**src/rtl/onehot_gen.sv**
```systemverilog
// rtl/onehot_gen.sv - registered one-hot token generator on a valid/ready stream (optional checker: ONEHOT_GEN_CHECK_EN)
module onehot_gen #(
    parameter int DW = 8,
    parameter int IW = $clog2(DW)
) (
    input  logic          clk_i,
    input  logic          rst_ni,
    input  logic          en_i,
    input  logic          dir_i,
    input  logic          load_valid_i,
    input  logic [IW-1:0] load_idx_i,
    output logic          load_ready_o,
    output logic [DW-1:0] onehot_o,
    output logic          valid_o,
    input  logic          ready_i,
    output logic          wrap_o,
    output logic          bad_idx_o,
    output logic          err_o
);

    typedef enum logic {
        S_IDLE = 1'b0,
        S_RUN  = 1'b1
    } state_t;

    localparam logic [DW-1:0] TOK_ONE = {{(DW-1){1'b0}}, 1'b1};

    logic [1:0]    rst_sync_q;
    logic          rst_n_int;
    state_t        state_q;
    logic          valid_q;
    logic [DW-1:0] tok_q, tok_d;
    logic          wrap_q, wrap_d;
    logic          bad_q, bad_d;
    logic          beat;
    logic          load_acc;
    logic          idx_ok;
    logic          tok_bad;

    // Reset asserts asynchronously but releases two clocks after rst_ni rises.
    always_ff @(posedge clk_i or negedge rst_ni) begin
        if (!rst_ni) rst_sync_q <= 2'b00;
        else         rst_sync_q <= {rst_sync_q[0], 1'b1};
    end

    assign rst_n_int = rst_sync_q[1];

    assign beat         = valid_q & ready_i;
    assign load_ready_o = ~(valid_q & ~ready_i);
    assign load_acc     = load_valid_i & load_ready_o;
    assign idx_ok       = ({{(32-IW){1'b0}}, load_idx_i} < 32'(DW));

`ifdef ONEHOT_GEN_CHECK_EN
    logic err_q;

    function automatic logic [7:0] popcount(input logic [DW-1:0] v);
        logic [7:0] n;
        n = 8'd0;
        for (int i = 0; i < DW; i++) n = n + {7'd0, v[i]};
        return n;
    endfunction

    // Token integrity: anything other than exactly one set bit is corruption.
    always_comb begin
        tok_bad = (popcount(tok_q) != 8'd1);
    end

    // Sticky error flag, cleared only by reset.
    always_ff @(posedge clk_i or negedge rst_n_int) begin
        if (!rst_n_int)   err_q <= 1'b0;
        else if (tok_bad) err_q <= 1'b1;
    end

    assign err_o = err_q;
`else
    assign tok_bad = 1'b0;
    assign err_o   = 1'b0;
`endif

    // Next token: recovery beats load, load beats rotation, a stalled beat holds.
    always_comb begin
        tok_d  = tok_q;
        wrap_d = 1'b0;
        bad_d  = 1'b0;
        if (tok_bad) begin
            tok_d = TOK_ONE;
        end else if (load_acc) begin
            if (idx_ok) tok_d = TOK_ONE << load_idx_i;
            else        bad_d = 1'b1;
        end else if (beat) begin
            if (dir_i) begin
                tok_d  = {tok_q[0], tok_q[DW-1:1]};
                wrap_d = tok_q[0];
            end else begin
                tok_d  = {tok_q[DW-2:0], tok_q[DW-1]};
                wrap_d = tok_q[DW-1];
            end
        end
    end

    // Stream FSM plus token and pulse registers; valid only drops once the beat is delivered.
    always_ff @(posedge clk_i or negedge rst_n_int) begin
        if (!rst_n_int) begin
            state_q <= S_IDLE;
            valid_q <= 1'b0;
            tok_q   <= TOK_ONE;
            wrap_q  <= 1'b0;
            bad_q   <= 1'b0;
        end else begin
            tok_q  <= tok_d;
            wrap_q <= wrap_d;
            bad_q  <= bad_d;
            case (state_q)
                S_IDLE: begin
                    if (en_i) begin
                        state_q <= S_RUN;
                        valid_q <= 1'b1;
                    end
                end
                S_RUN: begin
                    if (!en_i && (!valid_q || beat)) begin
                        state_q <= S_IDLE;
                        valid_q <= 1'b0;
                    end
                end
                default: begin
                    state_q <= S_IDLE;
                    valid_q <= 1'b0;
                end
            endcase
        end
    end

    assign onehot_o  = tok_q;
    assign valid_o   = valid_q;
    assign wrap_o    = wrap_q;
    assign bad_idx_o = bad_q;

endmodule

```
**config.mk**
```make
export PLATFORM = sky130hd
export DESIGN_NAME = onehot_gen
export DESIGN_NICKNAME = d
export VERILOG_FILES = /design/src/rtl/onehot_gen.sv
export SDC_FILE = /design/constraint.sdc
export NUM_CORES = 1
export LEC_CHECK = 0
export BUFFER_PORTS_ARGS = -buffer_cell sky130_fd_sc_hd__buf_4
export CORE_MARGIN = 2
export CORE_UTILIZATION = 45
export DETAILED_ROUTE_END_ITERATION = 6
export GPL_TIMING_DRIVEN = 1
export PLACE_DENSITY = 0.79
export SYNTH_ARGS = -nofsm -noshare
export SYNTH_HDL_FRONTEND = slang
export SYNTH_SLANG_ARGS = --single-unit
```
**constraint.sdc**
```tcl
create_clock -name clk_i -period 0.9 [get_ports clk_i]
set_clock_uncertainty 0.05 [all_clocks]
set_input_delay 0.045 -clock clk_i [delete_from_list [all_inputs] [get_ports clk_i]]
set_output_delay 0.045 -clock clk_i [all_outputs]
set_load 0.02 [all_outputs]
```
# Word level (Yosys, flattened, before mapping)
# Index checks and enable logic that the tools add are counted.
dict set report op_classes {
  add_sub_neg 0
  div_mod_pow 0
  shifts 1
  magnitude_cmp 0
  n_eq_ne 2
  multipliers 0
  n_bitwise 6
  n_reduce_logical 6
  muxes 12
}
# cell n
set ops {}
lappend ops {{two-way mux 8 bit} 3}
lappend ops {{<< shifter 1 x 3 -> 8 bit (first input constant)} 1}
lappend ops {{two-way mux 1 bit} 7}
lappend ops {{case mux 1 bit (2 select lines)} 2}
lappend ops {{bitwise AND 1 bit} 3}
lappend ops {{NOT 1 bit} 3}
lappend ops {{logical NOT 1 bit} 2}
lappend ops {{!= test 2 x 1 -> 1 bit (second input constant)} 1}
lappend ops {{!= test 2 bit (second input constant)} 1}
lappend ops {{AND reduction 2 bit} 1}
lappend ops {{nonzero test 2 bit} 1}
lappend ops {{logical AND 1 bit} 1}
lappend ops {{logical OR 1 bit} 1}
dict set report word_totals {
  word_cells 32
  register_bits 13
  latchBits 0
  ram_bits 0
  in_bits 9
  output_inout_bits 13
  rom_bits 0
  mem_count 0
}

# Logic depth before layout (Yosys ltp)
# Gate-level depths: netlist (run 1).
dict set report depth {
  depth_word 5
  ltp_mapped 4
  ltp_nobuf 4
}

# Worst setup path before layout (run 1)
# Ideal clock, no wire load.
dict set report synth_timing {
  path_type {register -> register}
  from {register valid_q (netlist: valid_o)}
  to {register tok_q[6] (netlist: onehot_o[6])}
  setup_slack_ns -0.360
  stages_incl_launch_ff 5
  required_time_ns 0.730
  setup_ns 0.120
  arrival_ns 1.091
  period_less_slack_ns 1.260
  n_path_buf 0
  path_cell_list {dfrtp_1 > and2b_4 > inv_4 > a22oi_1 > o22a_2}
}
dict set report synth_via {
  elab_chain_len 4
  elab_cells_between_ends 6
  classes_between {mux (1); bitwise (4); reduce/logical (1)}
}
# element line_no
set synth_rtl {}
lappend synth_rtl {{start, declared} 31} ;# logic valid_q;
lappend synth_rtl {{start signal, assigned} 105} ;# valid_q <= 1'b0;
lappend synth_rtl {{start signal, assigned} 117} ;# valid_q <= 1'b1;
lappend synth_rtl {{start signal, assigned} 123} ;# valid_q <= 1'b0;
lappend synth_rtl {{bitwise AND 1 bit (*)} 49} ;# assign load_ready_o = ~(valid_q & ~ready_i);
lappend synth_rtl {{NOT 1 bit (*)} 49}
lappend synth_rtl {{named net load_ready_o} 12} ;# output logic load_ready_o,
lappend synth_rtl {{bitwise AND 1 bit (*)} 50} ;# assign load_acc = load_valid_i & load_ready_o;
lappend synth_rtl {{two-way mux 8 bit or nonzero test 2 bit (tied branches)} n/a}
lappend synth_rtl {{end signal, assigned} 110} ;# tok_q <= tok_d;
lappend synth_rtl {{end, declared} 32} ;# logic [DW-1:0] tok_q, tok_d;
# Mark *: on every way through the listed nets, which the timed path passes. The rest lies on a longest branch.
# A chain may end at the register's enable or synchronous reset.

# Worst setup path after layout (run 1)
dict set report layout_timing {
  from {register valid_q (netlist: valid_o)}
  to {output load_ready_o}
}
dict set report layout_via {
  elab_chain_len 2
}
# element line_no
set layout_rtl {}
lappend layout_rtl {{bitwise AND 1 bit} 49}
lappend layout_rtl {{NOT 1 bit} 49}
lappend layout_rtl {{end, declared} 12}
# Every way passes these cells.

==> summary.md, run 1 <==
| Metric | Value |
|---|---|
| Status | complete, but fails checks |
| Failing checks | negative setup slack |
| Total power | 0.00225 W |
| # rows | 14 |
| Share of cells above drive strength 1 | 0.551 |
| I/O pin cnt | 22 |
| Cell Chain, Critical Path | and2b_4 -> inv_6 -> buf_6 -> buf_6 |
| Routed WL per cell | 16.2 µm |
| Max_cap viols | 0 |
| Starting Density | 0.481 |
| Die area | 0.00197 mm² |
| Overflow after GRT | 0 |
| Antenna Nets Post-Route | 0 |
| Worst VDD drop | 0.00145 V |
| Yosys cell types | 30 |
| Max incr delay on CP | 0.41 ns |
| Die Ht | 44.4 µm |
| First-pass GRT wire length | 3420 µm |
| Arrival time at the worst endpoint | 1.13 ns |
| Period Utilization, post-route | 1.36 |
| Final min period | 1.22 ns |
| Worst Setup End Kind | output port |
| Setup Total Neg Slack | -4.19 ns |
| Synth Register Bits | 13 |
| Design area | 0.00117 mm² |
| # diodes | 0 |
| RSZ-0062 raised after global routing | true |
| Final slew viol count | 0 |
| Syn Inst Count | 68 |
| Clock Sinks | 13 |
| Detailed Route WL | 1990 µm |
| Placer Congestion | 0.825 |
| Fmax | 817 MHz |
| CTS HTree Levels | 1 |
| Port Buffers | 19 |
| CTS buffer count | 3 |
| Clock Tree Root | clkbuf_4 |
| Core Region | 0.00152 mm² |
| Post-synthesis area per instance | 10.8 µm² |
| Area Overhead vs Synth | 59.4% |
| DP HPWL | 1390 µm |
| Final hold slack | 0.0136 ns |
| # setup viols final | 21 |
| Drt drc | 0 |
| Placed cell count | 111 |
| Tot GR Track Use | 0.242 |
| Die W | 44.4 µm |
| Cell Area, Placed | 973 µm² |
| CP Launch Type | flip-flop |
| Power Dens Cells | 1930 mW/mm² |
| Nets | 117 |
| Post-Synthesis Cell Area | 733 µm² |
| Post-route insts no fill | 123 |
| Worst Path Required | 0.81 ns |
| Critical path type | reg -> out |
| Sequential fraction of the synthesis area | 0.445 |
| Worst-Skew Late Latency | 0.28 ns |
| Vias in the first global route | 751 |
| Fin. Hold Viols | 0 |
| Crit path top cell by count | buf_6 |
| Via count | 696 |
| Drt initial violations | 13 |
| Avg Vias per Cell | 5.66 |
| Initial antenna violation count | 0 |
| Critical-path top delay cell | dfrtp_2 |
| Clock transition at path regs | 0.09 ns |
| Clock Path Buffers | 2 |
| Detailed Routing Iterations Pass 1 | 4 |
| Final worst setup slack | -0.324 ns |
| P_leak | 0.534 nW |
| CP max FO | 3 |
| Largest net degree at the start of global routing | 11 |
| CTS tree | done |
| Yosys warning total | 0 |
| Hold/Removal Path Class | in -> async |
==> critical path, delay by kind of cell (launching register included) <==
family                 cells  cell delay [ns]
and+or+nand+nor            1             0.20
DFF                        1             0.41
buffers and inverters      3             0.24
==> power by group <==
part	switching [W]	leakage (nW)	internal (W)
logic	0.000477	0.365	0.000607
clock network	0.000201	0.0150	0.000172
registers	0.000105	0.154	0.000693
total	0.000782	0.534	0.00147
==> cells in the mapped netlist <==
cell type  count  share of area
buf_2          2          0.014
o22a_2         2          0.027
and2_2         1          0.010
nor3_1         1         0.0068
dfstp_2        1          0.036
a21oi_1        1         0.0068
nand2b_1       2          0.017
nor2_2         1         0.0085
nor2_1         3          0.015
dfrtp_1       12           0.41
a211oi_1       1          0.010
nand4b_1       1          0.012
buf_4          2          0.020
a22oi_1        5          0.051
nor4b_1        1          0.012
nand2_1        5          0.026
conb_1         2          0.010
nor4bb_1       2          0.027
nor3b_1        2          0.020
a2bb2oi_2      1          0.020
a22o_1         1          0.012
inv_1          1         0.0051
a32oi_1        2          0.024
inv_4          1         0.0085
o22a_1         5          0.060
buf_6          1          0.015
o21ai_0        1         0.0068
and2b_4        1          0.014
a21o_2         1          0.012
mux2i_1        6          0.082
==> logic make-up after synthesis <==
| logic type | Yosys count | synth area share |
|---|---|---|
| compound gates | 20 | 0.230 |
| buf+inv | 7 | 0.0631 |
| flops | 13 | 0.445 |
| mux | 6 | 0.0819 |
| other cells | 2 | 0.0102 |
| simple gates | 20 | 0.169 |
==> through the flow <==
step	util	worst slack [ns]
after floorplan	-	-0.281
after global placement	0.639	-0.193
after detailed placement	0.639	-0.232
after CTS	0.751	-0.327
after global routing	0.767	-0.354
final	0.767	-0.324
==> cell usage in the layout, fill, tap and decap left out, drive strengths merged <==
cell / netlist / routed
and2: 1 / 1
nor3b: 2 / 2
a2bb2oi: 1 / 1
a22oi: 5 / 5
inv: 2 / 2
nor4bb: 2 / 2
a32oi: 2 / 2
dlygate4sd3: 0 / 2
a22o: 1 / 1
dfrtp: 12 / 12
o22a: 7 / 7
o21ai: 1 / 1
nand4b: 1 / 1
a21o: 1 / 1
a21oi: 1 / 1
a211oi: 1 / 1
nor3: 1 / 1
clkbuf: 0 / 4
nand2: 5 / 5
nor2: 4 / 4
mux2i: 6 / 6
nor4b: 1 / 1
dfstp: 1 / 1
and2b: 1 / 1
buf: 5 / 37
nand2b: 2 / 2
conb: 2 / 3
==> flip-flops by register name, indices dropped and copies added, names as in the netlist <==
signal and count:
onehot_o 8, rst_sync_q 2, state_q 1, valid_o 1, wrap_o 1
==> area by class of cell <==
class	instances	area, µm²
Multi-Input combinational cell	49	413
Tap cell	16	20.0
Timing Repair Buffer	39	369
Clock buffer	4	26.3
Inverter	2	12.5
Sequential cell	13	328
Fill cell	115	355
==> repair_timing <==
item | in CTS | in global routing
hold buffers | 2 | 0
setup buffers | 5 | 1
setup endpoints to repair | 20 | 22
pin swaps | 1 | 3
resized for setup | 22 | 5
endpoints found under the hold margin | 4 | 0
==> final timing paths <==
| path | depth (start not counted) | start | endpoint | slack [ns] |
|---|---|---|---|---|
| min in group clk_i | 3 | load_idx_i[2] | onehot_o[3]$_DFFE_PN0P_ | 0.04 |
| worst max-delay path | 4 | valid_o$_DFFE_PN0P_ | load_ready_o | -0.32 |
| max in group asynchronous | 1 | rst_sync_q[1]$_DFF_PN0_ | onehot_o[7]$_DFFE_PN0P_ | 0.36 |
| worst min-delay path | 2 | rst_ni | rst_sync_q[1]$_DFF_PN0_ | 0.01 |
| worst max register to register | 5 | valid_o$_DFFE_PN0P_ | onehot_o[6]$_DFFE_PN0P_ | -0.32 |
| worst min register to register | 0 | rst_sync_q[1]$_DFF_PN0_ | onehot_o[2]$_DFFE_PN0P_ | 0.05 |
==> routing by layer <==
layer  up-vias  track usage  part of all wire
li1        332            -                 -
met1       342        0.286              0.41
met2        18        0.456              0.55
met3         4       0.0245             0.030
met4         0       0.0727             0.012
met5         -            0                 0
No activity file was read; power rests on OpenSTA's default activity.
==> inputs of run 2 (changes only) <==
SETUP_SLACK_MARGIN = 0.05   (was not set)
==> summary.md, run 2 (synthesis results as in run 1) <==
| Metric | Value |
|---|---|
| Period Utilization, post-route | 1.36 (unchanged) |
| CTS buffer count | 3 (unchanged) |
| Hold/Removal Path Class | in -> async |
| Worst Setup End Kind | output port |
| Largest net degree at the start of global routing | 11 (unchanged) |
| Failing checks | negative setup slack |
| # rows | 14 (unchanged) |
| Tot GR Track Use | 0.242 (unchanged) |
| Max_cap viols | 0 (unchanged) |
| Worst-Skew Late Latency | 0.28 ns (about the same) |
| Fin. Hold Viols | 0 (unchanged) |
| Vias in the first global route | 751 (unchanged) |
| Worst Path Required | 0.81 ns (about the same) |
| P_leak | 0.534 nW (unchanged) |
| Arrival time at the worst endpoint | 1.13 ns (about the same) |
| Reg2Reg Setup Slack | -0.32 ns (about the same) |
| Core Region | 0.00152 mm² (unchanged) |
| Die area | 0.00197 mm² (unchanged) |
| Clock Tree Root | clkbuf_4 |
| I/O pin cnt | 22 (unchanged) |
| DP HPWL | 1390 µm (unchanged) |
| Commonest non-fill, non-tap cell in the layout | buf_6 |
| Max FFs per register | 8 (unchanged) |
| Worst flop-to-flop path startpoint | valid_o$_DFFE_PN0P_ |
| CTS HTree Levels | 1 (unchanged) |
| Most frequent cells in the layout | buf_6, buf_4, dfrtp_1, mux2i_1 |
| Area Overhead vs Synth | 59.4% (unchanged) |
| Placed cell count | 111 (unchanged) |
| Worst reg2reg path depth | 5 (unchanged) |
| Worst r2r dst | onehot_o[6]$_DFFE_PN0P_ |
| Detailed Route WL | 1990 µm (unchanged) |
| First-pass GRT wire length | 3420 µm (unchanged) |
| Status | complete, but fails checks |
| Nets | 117 (unchanged) |
| Post-route insts no fill | 123 (unchanged) |
| Die W | 44.4 µm (unchanged) |
| Final worst setup slack | -0.324 ns (unchanged) |
| Power Dens Cells | 1930 mW/mm² (unchanged) |
| CTS tree | done |
| Initial antenna violation count | 0 (unchanged) |
| Util after Layout | 0.767 (unchanged) |
| Worst VDD drop | 0.00145 V (unchanged) |
| Clock Path Buffers | 2 (unchanged) |
| Starting Density | 0.481 (unchanged) |
| Clock transition at path regs | 0.09 ns (about the same) |
| Fmax | 817 MHz (unchanged) |
| CP Launch Type | flip-flop |
| Critical path type | reg -> out |
| Die Ht | 44.4 µm (unchanged) |
| Detailed Routing Iterations Pass 1 | 4 (unchanged) |
| Routed WL per cell | 16.2 µm (unchanged) |
| Final min period | 1.22 ns (unchanged) |
| Drt initial violations | 13 (unchanged) |
| # setup viols final | 21 (unchanged) |
| Avg Vias per Cell | 5.66 (unchanged) |
| Via count | 696 (unchanged) |
| Antenna Nets Post-Route | 0 (unchanged) |
| Clock Sinks | 13 (unchanged) |
| RSZ-0062 raised after global routing | true |
| Port Buffers | 19 (unchanged) |
| Overflow after GRT | 0 (unchanged) |
| Placer Congestion | 0.825 (unchanged) |
| Share of cells above drive strength 1 | 0.551 (unchanged) |
| Final slew viol count | 0 (unchanged) |
| CP max FO | 3 (unchanged) |
| Drt drc | 0 (unchanged) |
| # diodes | 0 (unchanged) |
==> run 2: cell counts in the layout (fill, tap and decap cells not counted) <==
Identical to the previous run, type by type.
==> run 2: cell type report <==
type	instances	area [µm²]
timing repair buffer	39	369
fill	115	355
sequential	13	328
clock buffer	4	26.3
tap	16	20.0
multi-input combinational	49	413
inverter	2	12.5
==> run 2: stage by stage <==
stage | setup slack (ns) | instance area (µm²) | TNS (ns) | hold slack, ns | total power, W
after floorplan | -0.281 | 757 | -2.36 | -0.301 | 0.00125
after global placement | -0.193 | 973 | -1.71 | -0.221 | 0.00161
after detailed placement | -0.232 | 973 | -1.97 | -0.221 | 0.00163
after CTS | -0.327 | 1150 | -4.18 | 0.0130 | 0.00223
after global routing | -0.354 | 1170 | -4.86 | 0.0260 | 0.00237
final | -0.324 | 1170 | -4.19 | 0.0136 | 0.00225
==> run 2: worst max path at each step <==
stage	cells after the start	from	slack (ns)	end
after floorplan	4	valid_o$_DFFE_PN0P_	-0.28	onehot_o[6]$_DFFE_PN0P_
after global placement	3	valid_o$_DFFE_PN0P_	-0.19	onehot_o[6]$_DFFE_PN0P_
after detailed placement	3	valid_o$_DFFE_PN0P_	-0.23	onehot_o[0]$_DFFE_PN1P_
after CTS	4	valid_o$_DFFE_PN0P_	-0.33	load_ready_o
after global routing	4	valid_o$_DFFE_PN0P_	-0.35	load_ready_o
final	4	valid_o$_DFFE_PN0P_	-0.32	load_ready_o
==> run 2: timing repair <==
| item | CTS | global route |
|---|---|---|
| endpoints found under the setup margin | 22 | 22 |
| buffers inserted | 5 | 1 |
| hold buffers | 2 | 0 |
| resized for setup | 23 | 4 |
| pin swaps | 1 | 3 |
| hold endpoints to repair | 4 | 0 |
==> run 2: critical path, stage by stage (launching register included) <==
cell and delay [ns]:
dfrtp_2 0.41, and2b_4 0.20, inv_6 0.06, buf_6 0.08
buf_6 0.10
==> run 2: layer usage <==
layer,wire length (µm),vias to the layer above,part of all wire,GRT usage
met5,0,-,0,0
met4,23,0,0.012,0.0727
met3,59,4,0.030,0.0245
met2,1090,18,0.55,0.456
met1,823,342,0.41,0.286
li1,-,332,-,-
==> run 2: power breakdown <==
| group | switching (W) | total (W) | internal, W | leakage [nW] |
|---|---|---|---|---|
| Sequential | 0.000105 | 0.000798 | 0.000693 | 0.154 |
| Combinational | 0.000477 | 0.00108 | 0.000607 | 0.365 |
| Clock | 0.000201 | 0.000373 | 0.000172 | 0.0150 |
| Total | 0.000782 | 0.00225 | 0.00147 | 0.534 |
==> inputs of run 3 (changes only) <==
ABC_AREA = 1   (was not set)
==> summary.md, run 3 <==
| Metric | Value |
|---|---|
| CTS buffer count | 3 (unchanged) |
| Area leader, netlist | dfrtp_1 |
| # fillers | 109 (-5.2%) |
| Port Buffers | 19 (unchanged) |
| DP Worst Slack | -0.223 ns (+0.00897 ns) |
| Antenna Nets Post-Route | 0 (unchanged) |
| Failing checks | negative setup slack |
| Worst-Skew Late Latency | 0.29 ns (about the same) |
| Arrival time at the worst endpoint | 1.11 ns (-0.02 ns) |
| Design area | 0.00136 mm² (+16%) |
| Worst VDD drop | 0.00139 V (-4.4%) |
| Overflow after GRT | 0 (unchanged) |
| Sequential fraction of the synthesis area | 0.418 (-0.0271) |
| Proportion of netlist area held by the largest area contributor | 0.385 (-0.0249) |
| P_leak | 0.747 nW (+40%) |
| Final min period | 1.20 ns (-0.0196 ns) |
| Status | complete, but fails checks |
| Detailed Routing Iterations Pass 1 | 4 (unchanged) |
| Power Dens Cells | 2140 mW/mm² (+11%) |
| Drt initial violations | 35 (+22) |
| First-pass GRT wire length | 4070 µm (+19%) |
| Post-synthesis area per instance | 6.85 µm² (-36%) |
| Nets | 172 (+47%) |
| Number of enable flip-flop cells after synthesis | 0 (unchanged) |
| Core Region | 0.00167 mm² (+9.6%) |
| Yosys warning total | 0 (unchanged) |
| Worst Path Required | 0.81 ns (about the same) |
| Tot GR Track Use | 0.280 (+0.0377) |
| Initial antenna violation count | 0 (unchanged) |
| Max_cap viols | 0 (unchanged) |
| Top cells by area, synth | dfrtp_1, nand2_1, nand3_1 |
| Clock transition at path regs | 0.08 ns (about the same) |
| Largest net degree at the start of global routing | 12 (+1) |
| CP max FO | 3 (unchanged) |
| Detailed Route WL | 2590 µm (+30%) |
| Die W | 45.7 µm (+2.9%) |
| Via count | 906 (+30%) |
| Commonest non-fill, non-tap cell in the layout | nand2_1 |
| Die Ht | 45.7 µm (+2.9%) |
| Yosys cell types | 17 (-43%) |
| # rows | 15 (+1) |
| Syn Inst Count | 114 (+68%) |
| I/O pin cnt | 22 (unchanged) |
| Max FFs per register | 8 (unchanged) |
| # setup viols final | 21 (unchanged) |
| Worst Setup End Kind | output port |
| Most frequent cells in the layout | nand2_1, buf_6, buf_4, inv_1, dfrtp_1 |
| Synth Register Bits | 13 (unchanged) |
| Fmax | 830 MHz (+1.6%) |
| Critical path type | reg -> out |
| Total power | 0.00291 W (+29%) |
| Final worst setup slack | -0.304 ns (+0.0196 ns) |
| DP HPWL | 1430 µm (+3.4%) |
| Period Utilization, post-route | 1.34 (-0.0217) |
| Cell Area, Placed | 0.00105 mm² (+7.6%) |
| CTS HTree Levels | 1 (unchanged) |
| RSZ-0062 raised after global routing | true |
| Final hold slack | 0.0129 ns (-0.000686 ns) |
| Fin. Hold Viols | 0 (unchanged) |
| CP Launch Type | flip-flop |
| Clock Path Buffers | 2 (unchanged) |
| Hold/Removal Path Class | in -> reg |
| Vias in the first global route | 923 (+23%) |
| Area Overhead vs Synth | 73.9% |
| Clock Tree Root | clkbuf_4 |
| Share of cells above drive strength 1 | 0.444 (-0.107) |
| Post-Synthesis Cell Area | 781 µm² (+6.5%) |
| Final slew viol count | 0 (unchanged) |
| Placer Congestion | 0.841 (+2.0%) |
| CTS tree | done |
| Avg Vias per Cell | 5.06 (-11%) |
| Die area | 0.00208 mm² (+5.9%) |
| # diodes | 0 (unchanged) |
| Synth top cells by count | nand2_1, nand3_1, inv_1 |
| Routed WL per cell | 14.5 µm (-11%) |
| Ys async rst share | 1.00 (unchanged) |
| Most frequent cell after synthesis | nand2_1 |
| Drt drc | 0 (unchanged) |
| Clock Sinks | 13 (unchanged) |
| Starting Density | 0.467 (-0.0137) |
| Top FF cell, synth | dfrtp_1 |
==> run 3: final cells by class <==
type | instances | area [µm²] | area share
Clock buffer | 4 | 26.3 | 0.0194
Inverter | 16 | 62.6 | 0.0461
Multi-Input combinational cell | 83 | 464 | 0.342
Sequential cell | 13 | 328 | 0.241
Tap cell | 17 | 21.3 | 0.0157
Timing Repair Buffer | 46 | 455 | 0.335
==> run 3: cell families (layout without fill, tap and decap cells) <==
group	Yosys count	count (layout)	share of synthesized area
and+or+nand+nor	74	74	0.402
buffers and inverters	19	66	0.106
DFF	13	13	0.418
AOI/OAI and AO/OA	6	6	0.0641
other	2	3	0.00962
==> run 3: path summary, 6_finish.rpt <==
kind                                          from                      end  slack, ns  cells past startpoint
max in group asynchronous  rst_sync_q[1]$_DFF_PN0_      valid_o$_DFFE_PN0P_       0.29                      0
min in group asynchronous                   rst_ni  rst_sync_q[1]$_DFF_PN0_       0.02                      2
min                                   load_valid_i         wrap_o$_DFF_PN0_       0.01                      3
min reg2reg                rst_sync_q[1]$_DFF_PN0_  onehot_o[5]$_DFFE_PN0P_       0.15                      0
max reg2reg                    valid_o$_DFFE_PN0P_  onehot_o[5]$_DFFE_PN0P_      -0.29                      5
max                            valid_o$_DFFE_PN0P_             load_ready_o      -0.30                      4
==> run 3: power breakdown <==
part | leakage [nW] | internal, W | switching [W]
Clock | 0.0150 | 0.000172 | 0.000208
Combinational | 0.577 | 0.000867 | 0.000823
Sequential | 0.155 | 0.000725 | 0.000111
==> run 3: stage by stage <==
step,utilization,std cells,TNS (ns)
floorplan,-,115,-1.63
global placement,0.627,163,-1.64
detailed placement,0.627,163,-1.95
CTS,0.792,178,-3.95
global route,0.813,179,-4.94
finish,0.813,179,-4.36
==> run 3: metal layers <==
| layer | routed length (µm) | up-vias | global-route usage |
|---|---|---|---|
| met1 | 1090 | 416 | 0.344 |
| met3 | 141 | 9 | 0.0476 |
| met5 | 0 | - | 0 |
| met2 | 1300 | 35 | 0.465 |
| li1 | - | 446 | - |
| met4 | 64 | 0 | 0.141 |
==> run 3: worst max-delay path, stage by stage, from the launching register on <==
cell and delay (ns):
dfrtp_2 0.43, buf_6 0.14, nand2_4 0.06, buf_6 0.10
buf_6 0.10
==> run 3: what timing repair did <==
item / in CTS / in global routing
hold buffers: 2 / 0
endpoints found under the setup margin: 22 / 22
pin swaps: 20 / 10
buffers inserted: 9 / 1
hold endpoints to repair: 4 / 0
resized for setup: 40 / 8
